**src/rtl/snake_mover.sv**
```systemverilog
// Snake body engine: advances the snake one cell per game-step tick, tracks growth,
// detects wall/self collision and answers a registered segment-hit query.
module snake_mover #(
  parameter int GRID_W   = 40,
  parameter int GRID_H   = 30,
  parameter int X_W      = 6,
  parameter int Y_W      = 5,
  parameter int MAX_LEN  = 16,
  parameter int INIT_LEN = 3,
  parameter int WRAP     = 0
) (
  input  logic                           clk,
  input  logic                           rst,
  input  logic                           tick,
  input  logic                           start,
  input  logic                           dir_valid,
  input  logic [1:0]                     dir_req,
  input  logic                           grow,
  input  logic [X_W-1:0]                 qx,
  input  logic [Y_W-1:0]                 qy,
  output logic                           q_hit,
  output logic [X_W-1:0]                 head_x,
  output logic [Y_W-1:0]                 head_y,
  output logic [$clog2(MAX_LEN+1)-1:0]   length,
  output logic                           dead,
  output logic                           step_done
);

  localparam int L_W = $clog2(MAX_LEN + 1);

  typedef enum logic [1:0] {StIdle, StRun, StDead} state_e;

  state_e         state_q, state_d;
  logic [X_W-1:0] seg_x_q [MAX_LEN];
  logic [X_W-1:0] seg_x_d [MAX_LEN];
  logic [Y_W-1:0] seg_y_q [MAX_LEN];
  logic [Y_W-1:0] seg_y_d [MAX_LEN];
  logic [L_W-1:0] len_q, len_d;
  logic [1:0]     dir_q, dir_d, pdir_q, pdir_d;
  logic           grow_q, grow_d, step_q, step_d, hit_q, hit_d;

  logic [X_W-1:0] nx;
  logic [Y_W-1:0] ny;
  logic           wall, self_hit, growing, grow_eff, collide;

  // Candidate head position; the wrapped value is used only when WRAP is set.
  always_comb begin
    nx   = seg_x_q[0];
    ny   = seg_y_q[0];
    wall = 1'b0;
    case (pdir_q)
      2'd0: begin
        if (seg_x_q[0] == X_W'(GRID_W - 1)) begin
          nx   = '0;
          wall = 1'b1;
        end else nx = seg_x_q[0] + X_W'(1);
      end
      2'd1: begin
        if (seg_y_q[0] == '0) begin
          ny   = Y_W'(GRID_H - 1);
          wall = 1'b1;
        end else ny = seg_y_q[0] - Y_W'(1);
      end
      2'd2: begin
        if (seg_x_q[0] == '0) begin
          nx   = X_W'(GRID_W - 1);
          wall = 1'b1;
        end else nx = seg_x_q[0] - X_W'(1);
      end
      default: begin
        if (seg_y_q[0] == Y_W'(GRID_H - 1)) begin
          ny   = '0;
          wall = 1'b1;
        end else ny = seg_y_q[0] + Y_W'(1);
      end
    endcase
  end

  assign growing  = grow_q | grow;
  assign grow_eff = growing && (len_q != L_W'(MAX_LEN));

  // The tail cell vacates on a non-growing step, so it cannot be hit.
  always_comb begin
    self_hit = 1'b0;
    hit_d    = 1'b0;
    for (int i = 0; i < MAX_LEN; i++) begin
      if (L_W'(i) < len_q) begin
        if ((grow_eff || (L_W'(i) != len_q - L_W'(1))) &&
            seg_x_q[i] == nx && seg_y_q[i] == ny) begin
          self_hit = 1'b1;
        end
        if (seg_x_q[i] == qx && seg_y_q[i] == qy) hit_d = 1'b1;
      end
    end
  end

  assign collide = self_hit || (wall && (WRAP == 0));

  always_comb begin
    state_d = state_q;
    len_d   = len_q;
    dir_d   = dir_q;
    pdir_d  = pdir_q;
    grow_d  = grow_q;
    step_d  = 1'b0;
    for (int i = 0; i < MAX_LEN; i++) begin
      seg_x_d[i] = seg_x_q[i];
      seg_y_d[i] = seg_y_q[i];
    end
    if (start) begin
      for (int i = 0; i < INIT_LEN; i++) begin
        seg_x_d[i] = X_W'(GRID_W / 2 - i);
        seg_y_d[i] = Y_W'(GRID_H / 2);
      end
      len_d   = L_W'(INIT_LEN);
      dir_d   = 2'd0;
      pdir_d  = 2'd0;
      grow_d  = 1'b0;
      state_d = StRun;
    end else if (state_q == StRun) begin
      if (tick) begin
        if (collide) begin
          state_d = StDead;
          grow_d  = growing;
        end else begin
          for (int i = 1; i < MAX_LEN; i++) begin
            seg_x_d[i] = seg_x_q[i-1];
            seg_y_d[i] = seg_y_q[i-1];
          end
          seg_x_d[0] = nx;
          seg_y_d[0] = ny;
          dir_d      = pdir_q;
          if (grow_eff) len_d = len_q + L_W'(1);
          grow_d     = 1'b0;
          step_d     = 1'b1;
        end
      end else if (grow) begin
        grow_d = 1'b1;
      end
      if (dir_valid && (dir_req != (dir_q ^ 2'd2))) pdir_d = dir_req;
    end
  end

  always_ff @(posedge clk or posedge rst) begin
    if (rst) begin
      state_q <= StIdle;
      len_q   <= '0;
      dir_q   <= '0;
      pdir_q  <= '0;
      grow_q  <= 1'b0;
      step_q  <= 1'b0;
      hit_q   <= 1'b0;
      for (int i = 0; i < MAX_LEN; i++) begin
        seg_x_q[i] <= '0;
        seg_y_q[i] <= '0;
      end
    end else begin
      state_q <= state_d;
      len_q   <= len_d;
      dir_q   <= dir_d;
      pdir_q  <= pdir_d;
      grow_q  <= grow_d;
      step_q  <= step_d;
      hit_q   <= hit_d;
      for (int i = 0; i < MAX_LEN; i++) begin
        seg_x_q[i] <= seg_x_d[i];
        seg_y_q[i] <= seg_y_d[i];
      end
    end
  end

  assign q_hit     = hit_q;
  assign head_x    = seg_x_q[0];
  assign head_y    = seg_y_q[0];
  assign length    = len_q;
  assign dead      = (state_q == StDead);
  assign step_done = step_q;

endmodule
```
**config.mk**
```make
export PLATFORM = sky130hd
export DESIGN_NAME = snake_mover
export DESIGN_NICKNAME = d
export VERILOG_FILES = /design/src/rtl/snake_mover.sv
export SDC_FILE = /design/constraint.sdc
export NUM_CORES = 1
export LEC_CHECK = 0
export BUFFER_PORTS_ARGS = -buffer_cell sky130_fd_sc_hd__buf_2
export CAP_MARGIN = 20
export CELL_PAD_IN_SITES_DETAIL_PLACEMENT = 1
export CELL_PAD_IN_SITES_GLOBAL_PLACEMENT = 2
export CORE_MARGIN = 8
export CORE_UTILIZATION = 38
export CTS_BUF_LIST = sky130_fd_sc_hd__clkbuf_16
export CTS_CLUSTER_DIAMETER = 50
export DETAILED_ROUTE_END_ITERATION = 7
export GPL_TIMING_DRIVEN = 0
export HOLD_SLACK_MARGIN = 0.15
export PLACE_DENSITY = 0.77
export SLEW_MARGIN = 0
export SYNTH_ARGS = -nofsm -noshare
export SYNTH_HDL_FRONTEND = slang
export SYNTH_SLANG_ARGS = --single-unit
```
**constraint.sdc**
```tcl
create_clock -name clk -period 7.1 [get_ports clk]
set_clock_uncertainty 0.15 [all_clocks]
set_input_delay 1.42 -clock clk [delete_from_list [all_inputs] [get_ports clk]]
set_output_delay 1.42 -clock clk [all_outputs]
set_load 0.02 [all_outputs]
```
==> impl_metrics.env, run 1 <==
export IMPL_min_from="state_q[0]"
export IMPL_cp_num_buf_inv=6
export IMPL_wirelength_um=58790
export IMPL_yosysTopAreaCell="dfrtp_1"
export IMPL_path_delay_family="buffers and inverters"
export IMPL_preCtsSetupSlack_ns=0.1929
export IMPL_crit_path_start_kind="register"
export IMPL_synth_cell_types=84
export IMPL_synth_cells=1324
export IMPL_worstPathMaxFanout=10
export IMPL_synth_area_um2=13480
export IMPL_fin_crit_sh_pct=98.16
export IMPL_boundaryPins=38
export IMPL_cts_buffer_depth=2
export IMPL_clk_insertion_delay_late_ns=0.48
export IMPL_drc=0
export IMPL_drive_gt1_share_pct=16.40
export IMPL_synth_seq_area_share_pct=35.28
export IMPL_syn_area_per_cell_um2=10.18
export IMPL_final_antenna_net_count=0
export IMPL_avgViaCountPerCell=6.165
export IMPL_fmax_ghz=0.1435
export IMPL_r2r_start="head_y[0]"
export IMPL_fp_dieArea_um2=41740
export IMPL_synthTopCellsByArea="dfrtp_1 35%, xnor2_1 12%, xor2_1 7.7%"
export IMPL_synth_xor_area_share_pct=20.79
export IMPL_rr_worst_depth=18
export IMPL_p_leak_nw=5.777
export IMPL_fin_nets=1408
export IMPL_numClockSinks=190
export IMPL_grt_overflow=0
export IMPL_clockRootBuffer="clkbuf_16"
export IMPL_portBuffers=26
export IMPL_holdPathStages=1
export IMPL_setup_ws_ns=0.1307
export IMPL_postCtsSetupRepairBufs=0
export IMPL_muxShareOfSynthArea_pct=15.28
export IMPL_placed_area_um2=14330
export IMPL_path_cells="clkbuf_1 > inv_1 > ha_1 > or4b_1 > clkbuf_1 > o22ai_1 > nor2_2 > buf_4 > xnor2_1 > o2111ai_1 > nor4_1 > a31oi_1 > nand4_1 > or2_1 > nor3_4 > buf_6 > buf_6 > mux2_1"
export IMPL_initial_core_util_pct=38.26
export IMPL_vias=11410
export IMPL_power_density_nw_per_um2=293.1
export IMPL_slew_headroom_pct=16.84
export IMPL_initialDrtViolationCount=1004
export IMPL_grt_pass1_vias=11650
export IMPL_die_x_um=204.3
export IMPL_wl_per_cell_um=31.76
export IMPL_yosysTopAreaCellShare_pct=35.28
export IMPL_syn_to_final_growth_pct=10.73
export IMPL_report_final_slew_viol_count=0
export IMPL_synth_seq_cells=190
export IMPL_holdPathEnd="state_q[0]"
export IMPL_grt_max_degree=121
export IMPL_final_area_um2=14920
export IMPL_worst_hold_path_type="register to register"
export IMPL_synth_top_family_by_area="XOR/XNOR gates"
export IMPL_gp_congestion=1.014
export IMPL_antenna_found_initial=1
export IMPL_synthSimpleGateAreaFrac_pct=13.10
export IMPL_post_dp_hpwl_um=44550
export IMPL_hold_viol_final=0
export IMPL_rsz0062_at_grt="false"
export IMPL_worst_path_largest_cell_delay_ns=0.59
export IMPL_synthAdderAreaFrac_pct=1.114
export IMPL_ys_warn_count=0
export IMPL_critical_path_required_ns=7.30
export IMPL_regToRegEndpoint="seg_x_q[74]"
export IMPL_holdWs_ns=0.3629
export IMPL_async_flop_share_pct=100.0
export IMPL_finalSetupViolations=0
export IMPL_grt_pass1_wl_um=84810
export IMPL_max_cap_violations=0
export IMPL_arrival_ns=7.17
export IMPL_synth_edf_count=0
export IMPL_r2r_slack_ns=0.13
export IMPL_worstSetupPathType="register to register"
export IMPL_cts_tree="yes"
export IMPL_status="completed"
export IMPL_clkSlewWorstSetupHoldPaths_ns=0.08
export IMPL_cts_buffers=17
export IMPL_ir_worst_vdd_uv=180.6
export IMPL_crit_path_end_kind="register"
export IMPL_fp_dieH_um=204.3
export IMPL_worst_pin_slew_ns=1.247
export IMPL_htree_levels=4
export IMPL_core_um2=35220
export IMPL_slowest_stage="nor3_4"
export IMPL_track_usage_pct=28.15
export IMPL_drtPass1Iterations=5
export IMPL_antenna_cells=0
export IMPL_rows=69
export IMPL_syn_num_nets=1355
export IMPL_synth_compound_area_share_pct=9.591
export IMPL_synthFlopType="dfrtp_1"
export IMPL_period_needed_ns=6.969
[flip-flops by register name (all words and copies together), names as in the netlist]
name	count
dir_q	2
grow_q	1
head_x	6
head_y	5
length	5
pdir_q	2
q_hit	1
seg_x_q	90
seg_y_q	75
state_q	2
step_done	1
[through the flow]
step | std cells | power [mW] | utilization (%) | setup TNS, ns
floorplan | 1324 | 2.757 | - | 0
global placement | 1811 | 3.305 | 40.26 | -378.48
detailed placement | 1818 | 3.367 | 40.69 | 0
CTS | 1850 | 4.352 | 42.31 | 0
global route | 1851 | 4.549 | 42.36 | 0
finish | 1851 | 4.374 | 42.36 | 0
[per-layer routing]
metal | GRT usage [%] | share of wire [%] | up-vias
li1 | - | - | 4847
met1 | 38.94 | 45 | 5989
met2 | 43.33 | 45 | 470
met3 | 4.612 | 6.5 | 106
met4 | 11.26 | 3.7 | 0
met5 | 0 | 0 | -
[timing repair]
action                     4_1_cts  5_1_grt
hold buffers                     0        0
resized for setup                0        1
setup endpoints to repair        0      139
[Yosys cell counts (all sizes together) (7+ instances only)]
| cell | count |
|---|---|
| xnor2 | 191 |
| inv | 23 |
| dfrtp | 190 |
| and2 | 9 |
| nand2 | 50 |
| a211oi | 11 |
| nor2 | 56 |
| a221oi | 9 |
| o211ai | 9 |
| nor2b | 7 |
| ha | 12 |
| nand3 | 25 |
| nand4 | 41 |
| or3 | 9 |
| a31oi | 12 |
| nor3 | 28 |
| o2111ai | 11 |
| clkbuf | 50 |
| nor4 | 43 |
| mux2 | 150 |
| buf | 60 |
| a21oi | 21 |
| mux2i | 37 |
| o22ai | 7 |
| xor2 | 119 |
| o21ai | 25 |
| or4 | 7 |
[placed cells by master, fill, tap and decap left out, drive strengths merged, types with 6 or more instances in the layout]
cell type / instances
a211oi: 11
a2111oi: 6
xnor2: 191
buf: 94
o22ai: 7
o2111ai: 11
xor2: 119
a31oi: 12
o21ai: 25
dfrtp: 190
nor2: 56
nand2: 50
nor2b: 7
nand3: 25
a221oi: 9
ha: 12
mux2: 150
or3: 9
a21oi: 21
nand4: 41
o21a: 6
and2: 9
nand2b: 6
mux2i: 37
inv: 32
nor3: 28
o211ai: 9
clkbuf: 67
or4: 7
nor4: 43
[logic make-up (layout without fill, tap and decap cells)]
| kind of cell | count (synthesis) | count (layout) |
|---|---|---|
| XOR/XNOR | 313 | 313 |
| flip-flops | 190 | 190 |
| multiplexers | 187 | 187 |
| AO/OA/AOI/OAI | 175 | 175 |
| adder cells (fa/ha/maj) | 12 | 12 |
| AND/OR/NAND/NOR | 314 | 314 |
| buffers and inverters | 133 | 199 |
[worst max-delay path by stage]
stage	cells after the start	startpoint	end
after detailed placement	18	head_y[0]	seg_x_q[74]
after floorplan	1	rst	dir_q[0]
final	18	head_y[0]	seg_x_q[74]
after CTS	18	head_y[0]	seg_x_q[74]
after global placement	2	rst	seg_x_q[4]
after global routing	18	head_y[0]	seg_x_q[75]
[area by class of cell]
class / instances / area [µm²]
multi-input combinational: 1001 / 8071
clock inverter: 15 / 146.4
buffer: 110 / 565.5
timing repair buffer: 34 / 287.8
inverter: 23 / 93.84
clock buffer: 17 / 425.4
fill: 3947 / 20300
tap: 461 / 576.8
sequential: 190 / 4755
[where the power goes]
group	switching, mW	total [mW]	internal (mW)
registers	0.420	1.73	1.31
clock network	0.512	0.980	0.468
logic	0.910	1.67	0.758
(Power assumes the default switching activity.)
==> inputs of run 2 (changes only) <==
- PLACE_DENSITY: 0.77 -> unset
- PLACE_DENSITY_LB_ADDON: unset -> 0.3
==> impl_metrics.env, run 2 (synthesis results as in run 1) <==
export IMPL_p_int_mw=2.514
export IMPL_cts_buffer_depth=2
export IMPL_arrival_ns=7.09
export IMPL_power_density_nw_per_um2=293.0
export IMPL_fin_cells=1848
export IMPL_largest_reg_flops=90
export IMPL_final_antenna_net_count=0
export IMPL_worst_pin_slew_ns=1.242
export IMPL_post_dp_hpwl_um=44220
export IMPL_hold_viol_final=0
export IMPL_cts_buffers=17
export IMPL_period_needed_ns=6.893
export IMPL_switching_power_mw=1.833
export IMPL_worst_hold_path_type="register to register"
export IMPL_fp_dieH_um=204.3
export IMPL_seq_power_share_pct=40.1
export IMPL_layout_common_cells="190 x xnor2_1, 190 x dfrtp_1, 119 x xor2_1, 91 x mux2_2, 59 x mux2_1"
export IMPL_initial_core_util_pct=38.26
export IMPL_nFillCells=3940
export IMPL_fin_nets=1406
export IMPL_portBuffers=26
export IMPL_htree_levels=4
export IMPL_report_final_slew_viol_count=0
export IMPL_cts_tree="yes"
export IMPL_ir_worst_vdd_uv=215.2
export IMPL_syn_to_final_growth_pct=10.10
export IMPL_fmax_ghz=0.1451
export IMPL_postCtsSetupRepairBufs=0
export IMPL_fin_crit_sh_pct=97.09
export IMPL_boundaryPins=38
export IMPL_core_um2=35220
export IMPL_antenna_cells=0
export IMPL_swShare_pct=42.16
export IMPL_numClockSinks=190
export IMPL_drtPass1Iterations=5
export IMPL_initialDrtViolationCount=1241
export IMPL_max_cap_violations=0
export IMPL_placedCellCount=1816
export IMPL_clockRootBuffer="clkbuf_16"
export IMPL_grt_pass1_wl_um=84330
export IMPL_crit_path_start_kind="register"
export IMPL_worstPathMaxFanout=10
export IMPL_rsz0062_at_grt="false"
export IMPL_slew_headroom_pct=17.21
export IMPL_total_power_mw=4.347
export IMPL_grt_overflow=0
export IMPL_wl_per_cell_um=31.63
export IMPL_antenna_found_initial=2
export IMPL_critical_path_required_ns=7.30
export IMPL_track_usage_pct=28.04
export IMPL_wirelength_um=58440
export IMPL_grt_pass1_vias=11490
export IMPL_grt_max_degree=125
export IMPL_worstSetupPathType="register to register"
export IMPL_finalSetupViolations=0
export IMPL_regMostFlops="seg_x_q"
export IMPL_status="completed"
export IMPL_avgViaCountPerCell=6.169
export IMPL_crit_path_end_kind="register"
export IMPL_pwr_share_clk_pct=21.8
export IMPL_pwr_share_comb_pct=38.1
export IMPL_drc=0
export IMPL_clkSlewWorstSetupHoldPaths_ns=0.08
export IMPL_rows=69
export IMPL_fp_dieArea_um2=41740
export IMPL_p_leak_nw=5.746
export IMPL_vias=11400
export IMPL_clk_insertion_delay_late_ns=0.48
export IMPL_die_x_um=204.3
export IMPL_gp_congestion=1.006
export IMPL_drive_gt1_share_pct=16.08
run 2: path summary, 6_finish.rpt:
check / cells past startpoint / to / slack, ns / startpoint
max reg2reg: 17 / seg_y_q[10] / 0.21 / head_y[0]
max: 17 / seg_y_q[10] / 0.21 / head_y[0]
min: 1 / state_q[0] / 0.37 / state_q[0]
max in group asynchronous: 3 / seg_y_q[5] / 4.95 / rst
min reg2reg: 1 / state_q[0] / 0.37 / state_q[0]
min in group asynchronous: 2 / step_done / 0.83 / rst
run 2: critical path, cell delays in order (launching register included):
cell      delay [ns]
dfrtp_1         0.40
clkbuf_1        0.50
inv_1           0.39
ha_1            0.35
or4b_1          0.17
clkbuf_1        0.54
o22ai_1         0.24
nor2_2          0.57
buf_4           0.44
xor2_1          0.20
nor2_1          0.09
a31oi_1         0.43
nand4_1         0.40
or2_1           0.41
nor3_4          0.58
buf_6           0.29
buf_6           0.21
mux2_1          0.35
run 2: cell type report:
class | instances | area [µm²] | share of cell area, %
sequential | 190 | 4755 | 32.05
tap | 461 | 576.8 | 3.888
clock buffer | 17 | 425.4 | 2.867
multi-input combinational | 1001 | 8071 | 54.40
timing repair buffer | 32 | 241.5 | 1.628
buffer | 110 | 565.5 | 3.812
inverter | 23 | 93.84 | 0.6325
clock inverter | 14 | 107.6 | 0.7252
run 2: power by group through the flow:
| stage | Clock, mW | Combinational [mW] | Sequential, mW |
|---|---|---|---|
| 2_1_floorplan | 0 | 1.20 | 1.56 |
| 3_3_place_gp | 0 | 1.57 | 1.74 |
| 6_report | 0.947 | 1.66 | 1.74 |
| 4_1_cts | 0.961 | 1.63 | 1.73 |
| 3_5_place_dp | 0 | 1.62 | 1.75 |
| 5_1_grt | 0.998 | 1.76 | 1.76 |
run 2: what timing repair did:
action | CTS | global route
resized for setup | 0 | 1
setup endpoints to repair | 0 | 139
hold buffers | 0 | 0
endpoints found under the hold margin | 0 | 0
run 2: per-stage QoR:
stage	TNS [ns]	hold slack (ns)	area [µm²]	setup slack (ns)	util [%]
2_1_floorplan	0	0.3152	13480	0.3595	-
3_3_place_gp	-376.89	0.3279	14180	-2.018	40.26
3_5_place_dp	0	0.3554	14290	0.2466	40.56
4_1_cts	0	0.3727	14820	0.1910	42.07
5_1_grt	0	0.3804	14840	0.1081	42.12
6_report	0	0.3672	14840	0.2068	42.12
run 2: metal layers:
| layer | up-vias | wire length [µm] | GRT usage, % |
|---|---|---|---|
| met5 | - | 0 | 0 |
| met4 | 0 | 1984 | 11.62 |
| met3 | 103 | 3968 | 4.391 |
| met2 | 483 | 26170 | 42.38 |
| met1 | 5990 | 26320 | 39.40 |
| li1 | 4825 | - | - |
==> inputs of run 3 (changes only) <==
- RECOVER_POWER: unset -> 25
==> impl_metrics.env, run 3 (synthesis results as in run 1) <==
export IMPL_rsz0062_at_grt="false"
export IMPL_max_cap_violations=1
export IMPL_rows=69
export IMPL_drive_gt1_share_pct=16.08
export IMPL_ir_worst_vdd_uv=215.2
export IMPL_status="finished, violations left"
export IMPL_avgViaCountPerCell=6.165
export IMPL_grt_pass1_vias=11490
export IMPL_antenna_found_initial=2
export IMPL_portBuffers=26
export IMPL_power_density_nw_per_um2=293.1
export IMPL_regMostFlops="seg_x_q"
export IMPL_initial_core_util_pct=38.26
export IMPL_crit_path_end_kind="register"
export IMPL_vias=11390
export IMPL_boundaryPins=38
export IMPL_final_antenna_net_count=0
export IMPL_fin_nets=1406
export IMPL_worst_pin_slew_ns=3.000
export IMPL_setup_tns_ns=0
export IMPL_wirelength_um=58440
export IMPL_p_leak_nw=5.740
export IMPL_layout_common_cells="190 x xnor2_1, 190 x dfrtp_1, 119 x xor2_1, 91 x mux2_2, 59 x mux2_1"
export IMPL_worstSetupPathType="register to register"
export IMPL_grt_overflow=0
export IMPL_endpoint="seg_y_q[10]"
export IMPL_slew_headroom_pct=-101.1
export IMPL_fin_crit_sh_pct=96.91
export IMPL_total_power_mw=4.347
export IMPL_fp_dieH_um=204.3
export IMPL_largest_reg_flops=90
export IMPL_arrival_ns=7.08
export IMPL_worstPathMaxFanout=10
export IMPL_clk_insertion_delay_late_ns=0.48
export IMPL_hold_viol_final=0
export IMPL_holdPathStages=1
export IMPL_fin_cells=1848
export IMPL_rr_worst_depth=17
export IMPL_worst_hold_path_type="register to register"
export IMPL_initialDrtViolationCount=1241
export IMPL_cts_buffer_depth=2
export IMPL_track_usage_pct=28.04
export IMPL_report_final_slew_viol_count=67
export IMPL_placedCellCount=1816
export IMPL_htree_levels=4
export IMPL_fp_dieArea_um2=41740
export IMPL_grt_max_degree=125
export IMPL_r2r_start="head_y[0]"
export IMPL_clockRootBuffer="clkbuf_16"
export IMPL_fmax_ghz=0.1453
export IMPL_regToRegEndpoint="seg_y_q[10]"
export IMPL_period_needed_ns=6.881
export IMPL_min_from="state_q[0]"
export IMPL_core_um2=35220
export IMPL_syn_to_final_growth_pct=10.06
export IMPL_r2r_slack_ns=0.22
export IMPL_gp_congestion=1.006
export IMPL_post_dp_hpwl_um=44220
export IMPL_cts_buffers=17
export IMPL_numClockSinks=190
export IMPL_finalSetupViolations=0
export IMPL_wl_per_cell_um=31.62
export IMPL_antenna_cells=0
export IMPL_crit_path_start_kind="register"
export IMPL_grt_pass1_wl_um=84330
export IMPL_violations="capacitance limit, slew limit"
export IMPL_die_x_um=204.3
export IMPL_critical_path_required_ns=7.30
export IMPL_cts_tree="yes"
export IMPL_clkSlewWorstSetupHoldPaths_ns=0.08
export IMPL_drc=0
export IMPL_postCtsSetupRepairBufs=0
export IMPL_cp_startpoint="head_y[0]"
export IMPL_drtPass1Iterations=5
[run 3: cell count changes in the layout (fill, tap and decap cells not counted), sizes merged]
cell and change:
clkinvlp +1, inv -1
[run 3: where the power goes]
part,internal [mW],leakage (nW),total [mW],switching (mW)
logic,0.754,3.26,1.66,0.904
clock network,0.454,0.260,0.947,0.494
registers,1.31,2.22,1.74,0.435
[run 3: final cells by class]
type                            instances  area, µm²
Clock buffer                           17      425.4
Tap cell                              461      576.8
Timing Repair Buffer                   32      241.5
Sequential cell                       190       4755
Buffer                                110      565.5
Multi-Input combinational cell       1001       8071
Clock inverter                         14      107.6
Fill cell                            3942      20390
Inverter                               23      87.58
[run 3: worst min-delay path by stage]
stage	endpoint	slack, ns
after CTS	state_q[0]	0.37
after floorplan	state_q[0]	0.32
after detailed placement	state_q[0]	0.36
after global placement	state_q[0]	0.33
final	state_q[0]	0.37
after global routing	state_q[0]	0.38
[run 3: stage by stage]
step | hold WS, ns | setup slack, ns | instance area (µm²) | util (%)
after global routing | 0.3804 | 0.1081 | 14830 | 42.10
after floorplan | 0.3152 | 0.3595 | 13480 | -
after detailed placement | 0.3554 | 0.2466 | 14290 | 40.56
after CTS | 0.3727 | 0.1910 | 14820 | 42.07
after global placement | 0.3279 | -2.018 | 14180 | 40.26
final | 0.3672 | 0.2192 | 14830 | 42.10
[run 3: worst max-delay path: stages, from the launching register on]
cell and delay [ns]:
dfrtp_1 0.40, clkbuf_1 0.50, inv_1 0.39, ha_1 0.35
or4b_1 0.17, clkbuf_1 0.54, o22ai_1 0.24, nor2_2 0.57
buf_4 0.44, xor2_1 0.20, nor2_1 0.09, a31oi_1 0.42
nand4_1 0.40, or2_1 0.41, nor3_4 0.58, buf_6 0.29
buf_6 0.21, mux2_1 0.35
[run 3: timing repair]
action | in CTS | in global routing
endpoints found under the setup margin | 0 | 139
hold buffers | 0 | 0
resized for setup | 0 | 1
[run 3: routing by layer]
layer | vias up | global-route usage [%] | part of all wire, %
met5 | - | 0 | 0
met4 | 0 | 11.62 | 3.4
met3 | 105 | 4.391 | 6.9
met2 | 480 | 42.38 | 45
met1 | 5983 | 39.40 | 45
li1 | 4825 | - | -
